[src/rtl/uo_arb_pkg.sv]
// Shared definitions for the uo_out arbitration logic: FSM state type and
// the wrap-around round-robin search used by rr_pick.
package uo_arb_pkg;

  typedef enum logic [0:0] {
    IDLE  = 1'b0,
    GRANT = 1'b1
  } arb_state_e;

  // Largest requester count the search helper supports.
  localparam int unsigned RR_MAX = 8;

  // First asserted index searching ptr, ptr+1, ... n-1, 0, ... (n <= RR_MAX).
  // Returns 0 when nothing is requested; callers qualify with |req.
  function automatic int unsigned rr_search(input logic [RR_MAX-1:0] req,
                                            input logic [2:0]        ptr,
                                            input int unsigned       n);
    int unsigned idx;
    int unsigned cand;
    logic        found;
    idx   = 0;
    found = 1'b0;
    for (int unsigned i = 0; i < RR_MAX; i++) begin
      cand = (32'(ptr) + i) % n;
      if (!found && (i < n) && req[cand[2:0]]) begin
        idx   = cand;
        found = 1'b1;
      end
    end
    return idx;
  endfunction

endpackage

[src/rtl/uo_rr_arbiter_rr_pick.sv]
// Combinational round-robin picker: one-hot select and index of the first
// active request at or after ptr, with wrap-around.
module rr_pick
  import uo_arb_pkg::*;
#(
  parameter int unsigned N  = 4,
  parameter int unsigned IW = $clog2(N)
) (
  input  logic [N-1:0]  req,
  input  logic [IW-1:0] ptr,
  output logic [N-1:0]  onehot,
  output logic [IW-1:0] idx,
  output logic          any
);

  logic [RR_MAX-1:0] req_ext;
  logic [2:0]        ptr_ext;

  // Widen to the helper's fixed width, search, then build the one-hot select.
  always_comb begin
    req_ext          = '0;
    req_ext[N-1:0]   = req;
    ptr_ext          = '0;
    ptr_ext[IW-1:0]  = ptr;
    any              = |req;
    idx              = IW'(rr_search(req_ext, ptr_ext, N));
    onehot           = '0;
    if (any) onehot[idx] = 1'b1;
  end

endmodule

[src/rtl/uo_rr_arbiter.sv]
// Round-robin arbiter sharing the registered uo_out byte bus between N_REQ
// requesters. One grant at a time; release on last, MAX_BURST or req drop.
module uo_rr_arbiter
  import uo_arb_pkg::*;
#(
  parameter int unsigned N_REQ      = 4,
  parameter int unsigned DW         = 8,
  parameter int unsigned MAX_BURST  = 16,
  parameter logic [DW-1:0] IDLE_VALUE = 8'h00,
  localparam int unsigned IW        = $clog2(N_REQ)
) (
  input  logic              clk,
  input  logic              rst,
  input  logic [N_REQ-1:0]  req,
  input  logic [N_REQ-1:0]  last,
  input  logic [N_REQ*DW-1:0] data,
  output logic [N_REQ-1:0]  gnt,
  output logic [DW-1:0]     out_data,
  output logic              out_valid,
  output logic [IW-1:0]     owner
);

  localparam int unsigned CW = $clog2(MAX_BURST + 1);

  arb_state_e       state;
  logic [IW-1:0]    ptr;
  logic [CW-1:0]    cnt;

  logic [N_REQ-1:0] pick_onehot;
  logic [IW-1:0]    pick_idx;
  logic             pick_any;

  logic [DW-1:0]    data_arr [N_REQ];
  logic             beat;
  logic             release_now;
  logic [CW-1:0]    cnt_next;
  logic [IW-1:0]    ptr_after;

  rr_pick #(
    .N  (N_REQ),
    .IW (IW)
  ) u_pick (
    .req    (req),
    .ptr    (ptr),
    .onehot (pick_onehot),
    .idx    (pick_idx),
    .any    (pick_any)
  );

  // Unpack the beat data so the owner's byte can be selected by index.
  always_comb begin
    for (int unsigned i = 0; i < N_REQ; i++) begin
      data_arr[i] = data[i*DW +: DW];
    end
  end

  // Beat acceptance and release conditions for the current owner.
  always_comb begin
    beat        = (state == GRANT) && gnt[owner] && req[owner];
    cnt_next    = cnt + 1'b1;
    release_now = (state == GRANT) &&
                  ((beat && (last[owner] || (cnt_next == CW'(MAX_BURST)))) ||
                   !req[owner]);
    ptr_after   = (owner == IW'(N_REQ - 1)) ? '0 : owner + 1'b1;
  end

  // Grant FSM, burst counter, round-robin pointer and registered output.
  always_ff @(posedge clk or posedge rst) begin
    if (rst) begin
      state     <= IDLE;
      gnt       <= '0;
      owner     <= '0;
      ptr       <= '0;
      cnt       <= '0;
      out_valid <= 1'b0;
      out_data  <= IDLE_VALUE;
    end else begin
      out_valid <= 1'b0;
      out_data  <= IDLE_VALUE;
      case (state)
        IDLE: begin
          if (pick_any) begin
            gnt   <= pick_onehot;
            owner <= pick_idx;
            state <= GRANT;
          end
        end
        GRANT: begin
          if (beat) begin
            out_valid <= 1'b1;
            out_data  <= data_arr[owner];
            cnt       <= cnt_next;
          end
          // Release overrides the counter update so it restarts from zero.
          if (release_now) begin
            gnt   <= '0;
            ptr   <= ptr_after;
            cnt   <= '0;
            state <= IDLE;
          end
        end
        default: state <= IDLE;
      endcase
    end
  end

endmodule
[config.mk]
export PLATFORM = sky130hd
export DESIGN_NAME = uo_rr_arbiter
export DESIGN_NICKNAME = d
export VERILOG_FILES = /design/src/rtl/uo_arb_pkg.sv /design/src/rtl/uo_rr_arbiter_rr_pick.sv /design/src/rtl/uo_rr_arbiter.sv
export SDC_FILE = /design/constraint.sdc
export NUM_CORES = 1
export LEC_CHECK = 0
export ABC_AREA = 1
export CORE_MARGIN = 5
export CORE_UTILIZATION = 50
export CTS_BUF_LIST = sky130_fd_sc_hd__clkbuf_8
export DETAILED_ROUTE_END_ITERATION = 10
export DONT_BUFFER_PORTS = 1
export PLACE_DENSITY = 0.75
export SYNTH_ARGS = -nofsm -noshare
export SYNTH_HDL_FRONTEND = slang
export SYNTH_SLANG_ARGS = --single-unit
[constraint.sdc]
create_clock -name clk -period 1.8 [get_ports clk]
set_input_delay 0.36 -clock clk [delete_from_list [all_inputs] [get_ports clk]]
set_output_delay 0.36 -clock clk [all_outputs]
set_load 0.005 [all_outputs]
Word-level counts from Yosys, hierarchy flattened --
Index checks and enable logic that the tools add are counted.
Storage, ports and cells: memories 0, flip-flop bits (word level) 23, bits in read-only memories 0, RAM bits 0, input bits 42, logic and storage cells 85, bits in latches 0
Operators by class: add/subtract/negate cells 5, reduce and logical (&&, ||, !) cells 20, div/mod/pow operators 0, bitwise operators 2, equality and inequality tests 4, muxes and demuxes 39, shift operators 0, $lt $le $gt $ge 8, multiply operators 0
Operators with widths (count):
- $mux 8 | 4
- $bmux 8 s2 | 1
- $lt 2x4->1 const B | 4
- $mux 1 | 15
- $bmux 1 s2 | 7
- $mux 2 | 5
- $mux 5 | 2
- $logic_and 1x1->1 | 8
- $mux 4 | 2
- $pmux 4 s2 | 1
- $reduce_and 2->1 | 4
- $lt 2x3->1 const B | 2
- $add 5x1->5 const B | 1
- $eq 5x5->1 const B | 1
- $add 2x1->2 const B | 2
- $add 2x2->2 const B | 2
- $logic_not 1->1 | 4
- $reduce_or 4->1 | 1
- $ge 3x3->1 const B | 1
- $not 2->3 | 1
- $demux 1 s2 | 1
- $eq 2x2->1 const B | 1
- $ge 2x1->1 const B | 1
- $logic_or 1x1->1 | 2
- 5 further kinds | 5

Logic depth before layout (Yosys ltp) --
depth in word-level cells 18, depth in mapped cells 12

Cells and area by module --
From an unflattened synthesis, not the netlist that was laid out.
Unflattened totals: cell total of the unflattened synthesis 243, area total of the unflattened synthesis 1669.1 µm²
Modules (own cells, without submodules):
- uo_rr_arbiter | sequential area each 575.6 µm², cells each 177, area each 1327.5 µm², instances 1
- rr_pick | sequential area each 0.0 µm², cells each 66, area each 341.6 µm², instances 1

Worst setup path after synthesis --
OpenSTA, ideal clock, no wires.
path kind flip-flop to flip-flop, start point register owner[0], end point register gnt[2], required time 1.682 ns, path buffers 2, arrival time 1.352 ns, slack 0.330 ns, cell stages (with the launch flop) 11, cells stage by stage dfrtp_1 inv_2 buf_6 nor2_1 o22ai_1 nand2_1 nand2_2 nand2_2 buf_6 nand3_1 nand2_1
On the way: word-level cells in the longest chain between the ends 9
RTL lines:
- start: declaration | RTL line uo_rr_arbiter.sv:20 | output logic [IW-1:0] owner
- start signal: assignment | RTL line uo_rr_arbiter.sv:84 | owner <= pick_idx;
- $bmux 1 s2 | RTL line uo_rr_arbiter.sv:59 | beat = (state == GRANT) && gnt[owner] && req[owner];
- $mux 1 (not written as such) | RTL line uo_rr_arbiter.sv:59
- $logic_and 1x1->1 (2 in a row) | RTL line uo_rr_arbiter.sv:59
- $logic_and 1x1->1 | RTL line uo_rr_arbiter.sv:62 | ((beat && (last[owner] || (cnt_next == CW'(MAX_BURST)))) ||
- $logic_or 1x1->1 (*) | RTL line uo_rr_arbiter.sv:62
- $logic_and 1x1->1 (*) | RTL line uo_rr_arbiter.sv:61 | release_now = (state == GRANT) &&
- $ne 2x1->1 (no source line) (*)
- $reduce_and 2->1 (no source line) (*)
- end signal: assignment | RTL line uo_rr_arbiter.sv:83 | gnt <= pick_onehot;
- end: declaration | RTL line uo_rr_arbiter.sv:17 | output logic [N_REQ-1:0] gnt,
Mark *: on every way between the ends. The rest lies on a longest branch, timed or not. The select of a mux whose other input is x is not followed. A chain may end at the register's enable or synchronous reset.

Final worst setup path --
start point register owner[1], end point register cnt[3]
On the way: word-level cells in the longest chain between the ends 9
RTL lines:
- $bmux 1 s2 | RTL line uo_rr_arbiter.sv:59
- $mux 1 (not written as such) | RTL line uo_rr_arbiter.sv:59
- $logic_and 1x1->1 (2 in a row) | RTL line uo_rr_arbiter.sv:59
- $logic_and 1x1->1 | RTL line uo_rr_arbiter.sv:62
- $logic_or 1x1->1 | RTL line uo_rr_arbiter.sv:62
- $logic_and 1x1->1 | RTL line uo_rr_arbiter.sv:61
- $reduce_bool 2->1 (no source line)
- $reduce_and 2->1 (no source line)
- end signal: assignment | RTL line uo_rr_arbiter.sv:92 | cnt <= cnt_next;
- end: declaration | RTL line uo_rr_arbiter.sv:27 | logic [CW-1:0] cnt;
Several ways; a longest one is shown, not always the timed one. The select of a mux whose other input is x is not followed.

==> results by stage <==
Worst hold path:
- The worst min-delay path class is in -> async.

Critical path:
- The start of the worst register-to-register path is owner[1].
- STA classifies the critical path endpoint as a flop.
- The worst flop-to-flop path endpoint is cnt[3].
- The type of element launching the critical path is a flop.
- The setup slack of the most critical reg-to-reg path is 180 ps.
- The category of the most critical setup path is reg -> reg.
- The maximum net fanout on the critical path is 7.
- Data arrives at the worst endpoint at 1830 ps.
- STA puts the critical path data required time at 2000 ps.
- Counting cells, the worst reg-to-reg path comes to 10.
- Tracing the worst setup path back leads to its startpoint at owner[1].

Timing:
- Setup repair after global routing left no endpoint under its margin.
- The count of final max-slew check failures is 0.
- The worst setup skew after layout is 2.63 ps.
- The final setup violation count is 0.
- The number of hold-slack violations in the final timing report is 0.
- In the finished design, the share of the clock period the worst path needs comes to 0.902.
- The slew at the pin closest to its max-slew limit is 483 ps.
- The peak clock frequency supported by timing is 616 MHz.
- The final total negative setup slack is 0 ps.
- The routed design could run at a clock period as short as 1620 ps.
- The headroom to the max-slew limit is 0.675.

Synthesis:
- A synthesized cell averages 6.49 sq um.
- In the synthesized netlist, the number of instances is 236.
- The area share of the largest cell type after synthesis is 0.376.
- Of the synthesized area, sequential elements account for 0.376.
- During synthesis, Yosys emitted a total of 0 warnings.
- The main combinational cell family by area after synthesis is simple AND/OR/NAND/NOR gates.
- Of the total synthesized cell area, the portion taken by full adders, half adders and majority gates is 0.0163.
- After synthesis the netlist holds a flip-flop and latch count of 23.
- The distinct cell type count of the synthesized netlist is 25.
- In the post-synthesis netlist, the biggest area contributors are dfrtp_1, nand2_1, nor2_1.
- The xor/xnor share of the synthesized area is 0.0171.
- Counting flops with an async set or reset pin after synthesis yields a share of 1.00.
- The dominant cell by count in the synthesized netlist is nand2_1.
- The post-synthesis instance area is 1530 sq um.
- The most area-hungry cell type in the Yosys netlist is dfrtp_1.
- The complex-gate fraction of the synthesized area is 0.133.
- By count the netlist is led by nand2_1, nor2_1, dfrtp_1, nand3_1, o21ai_0.
- Measured against the total synthesized area, the mux share comes to 0.
- Counting every net in the synthesized netlist gives 280.
- The most used flip-flop cell after synthesis is dfrtp_1.
- The synthesized design contains 0 enable-type register cells.
- The post-synthesis simple-gate area fraction is 0.382.

Detailed routing:
- The remaining number of nets flagged by the antenna check after routing is 0.
- The overall routed net length is 3.76 mm.
- The number of detailed-route iterations in the first pass is 4.
- The routed via count is 1450.
- The detailed router finished its first iteration with 78 violations.
- Dividing the detail-routed wire length by the instance count gives 13.7 um.
- The vias per cell is 5.29.
- The DRC violation count after routing is 0.

Global route:
- In the global route stage, overall resource usage came out at 0.186.
- Entering global routing, the biggest net connects 24 pins.
- The via count of the first global-routing pass came to 1427.
- After global routing the overflow that remains totals 0.
- The initial antenna violation count is 0.
- The first global-routing pass estimated 6.35 mm of wire.

Floorplanning:
- The core area is 3000 sq um.
- The initial utilization of the core area, before any placement, comes to 0.510.
- The number of top-level design ports is 57.
- The floorplan die width is 65.4 um.
- The vertical die dimension is 65.4 um.
- The floorplan step defined a die boundary enclosing 4270 sq um.
- The floorplan row count is 20.

Clocking:
- CTS built an H-tree with a depth of 1.
- CTS saw 23 sinks.
- The cell at the root of the clock tree is clkbuf_8.
- The maximum count of clock buffers along a single path is 2.
- In this run, CTS created clock tree buffers numbering 3.
- The TritonCTS clock tree is built.
- For the worst-skew pair, the clock arrives at the later sink with an insertion delay of 260 ps.
- The clock transition at the registers of the reported paths is 80 ps.

Job:
- The number of violations of the max-capacitance limit is 0.

Placed design:
- After legalization and detailed placement, the total HPWL measured 2.89 mm.
- The number of buffer cells added on primary ports is 0.
- The placer congestion estimate is 0.838.

Cells and area:
- At the end of the flow the core is filled with cells to 0.548.
- Of the cells placed in the final design, the portion with a size suffix greater than 1 is 0.0871.
- The number of filler instances in the final layout is 322.
- The area growth from synthesis to layout is 7.27%.
- The antenna diode instance count is 0.
- After the last flow step, the layout net total stands at 286.

Status:
- The run finished with clean final reports.

Power:
- The ratio of total power to cell area is 1810 nW/um^2.
- The static leakage is 0.000891 uW.
- The worst-case IR drop observed on VDD is 0.00101 V.
where the power goes:
| group | leakage [uW] | switching [uW] | total, uW | internal [uW] |
|---|---|---|---|---|
| registers | 0.000301 | 193 | 898 | 706 |
| logic | 0.000564 | 1150 | 1770 | 619 |
| clock network | 0.0000255 | 155 | 310 | 154 |
timing repair:
action / CTS / global route
resized for setup: 0 / 4
hold buffers: 0 / 0
setup endpoints to repair: 0 / 8
setup buffers: 0 / 2
sequential cells by signal, summed over array words and instances (netlist names):
signal     flops
owner          2
state          1
out_data       8
gnt            4
out_valid      1
cnt            5
ptr            2
metal layers:
metal | track usage | up-vias | routed length (um) | part of all wire
li1 | - | 767 | - | -
met3 | 0.0530 | 2 | 259 | 0.069
met5 | 0 | - | 0 | 0
met4 | 0.0155 | 0 | 14 | 0.0037
met1 | 0.231 | 643 | 1640 | 0.44
met2 | 0.331 | 38 | 1840 | 0.49
how the worst max path moves through the flow:
stage / to / slack [ps] / cells past startpoint
finish: cnt[3] / 180 / 10
CTS: gnt[2] / 90 / 11
detailed placement: gnt[2] / 110 / 11
floorplan: gnt[2] / 330 / 10
global route: cnt[3] / 4 / 10
global placement: gnt[2] / 100 / 11
worst max-delay path: stages, from the launching register on:
cell,delay (ps)
dfrtp_1,460
inv_1,130
a21oi_1,120
o21ai_0,100
nand2_1,100
nand2_1,80
nand2_2,170
inv_1,140
nor2_1,130
nand2_1,70
nand2_1,60
stage by stage:
stage / worst slack (ps) / instance area, sq um / cells / power, uW / hold WS [ps]
5_1_grt: 4.24 / 1640 / 274 / 3330 / 51.4
3_3_place_gp: 102 / 1570 / 268 / 2580 / 309
2_1_floorplan: 330 / 1530 / 236 / 2280 / 362
6_report: 177 / 1640 / 274 / 2980 / 23.0
3_5_place_dp: 112 / 1570 / 268 / 2600 / 320
4_1_cts: 88.0 / 1620 / 272 / 2940 / 30.9
kinds of logic (layout without fill, tap and decap cells):
family          count (synthesis)  after routing
compound gates                 39             39
xor+xnor                        3              3
simple gates                  144            144
flops                          23             23
buf+inv                        25             30
fa+ha+maj                       2              2
placed cells by master, fill, tap and decap left out:
| master | instances |
|---|---|
| a21boi_1 | 1 |
| a21oi_1 | 10 |
| a22oi_1 | 1 |
| buf_4 | 9 |
| clkbuf_8 | 3 |
| clkinv_2 | 1 |
| dfrtp_1 | 20 |
| dfrtp_2 | 3 |
| ha_1 | 2 |
| inv_1 | 15 |
| inv_2 | 2 |
| nand2_1 | 72 |
| nand2_2 | 1 |
| nand2_4 | 1 |
| nand3_1 | 23 |
| nand3b_1 | 1 |
| nand4_1 | 1 |
| nor2_1 | 43 |
| nor4_1 | 1 |
| o211ai_1 | 1 |
| o21ai_0 | 22 |
| o21ai_1 | 3 |
| o22ai_1 | 1 |
| or2_2 | 1 |
| xnor2_1 | 1 |
| xor2_1 | 2 |
cell type report:
| type | count | area (sq um) | area share |
|---|---|---|---|
| Tap cell | 33 | 41.3 | 0.0251 |
| Clock buffer | 3 | 41.3 | 0.0251 |
| Inverter | 17 | 63.8 | 0.0388 |
| Multi-Input combinational cell | 188 | 846 | 0.514 |
| Timing Repair Buffer | 9 | 67.6 | 0.0411 |
| Sequential cell | 23 | 579 | 0.352 |
| Clock inverter | 1 | 5.00 | 0.00304 |
Power figures use the tool's default switching activity.
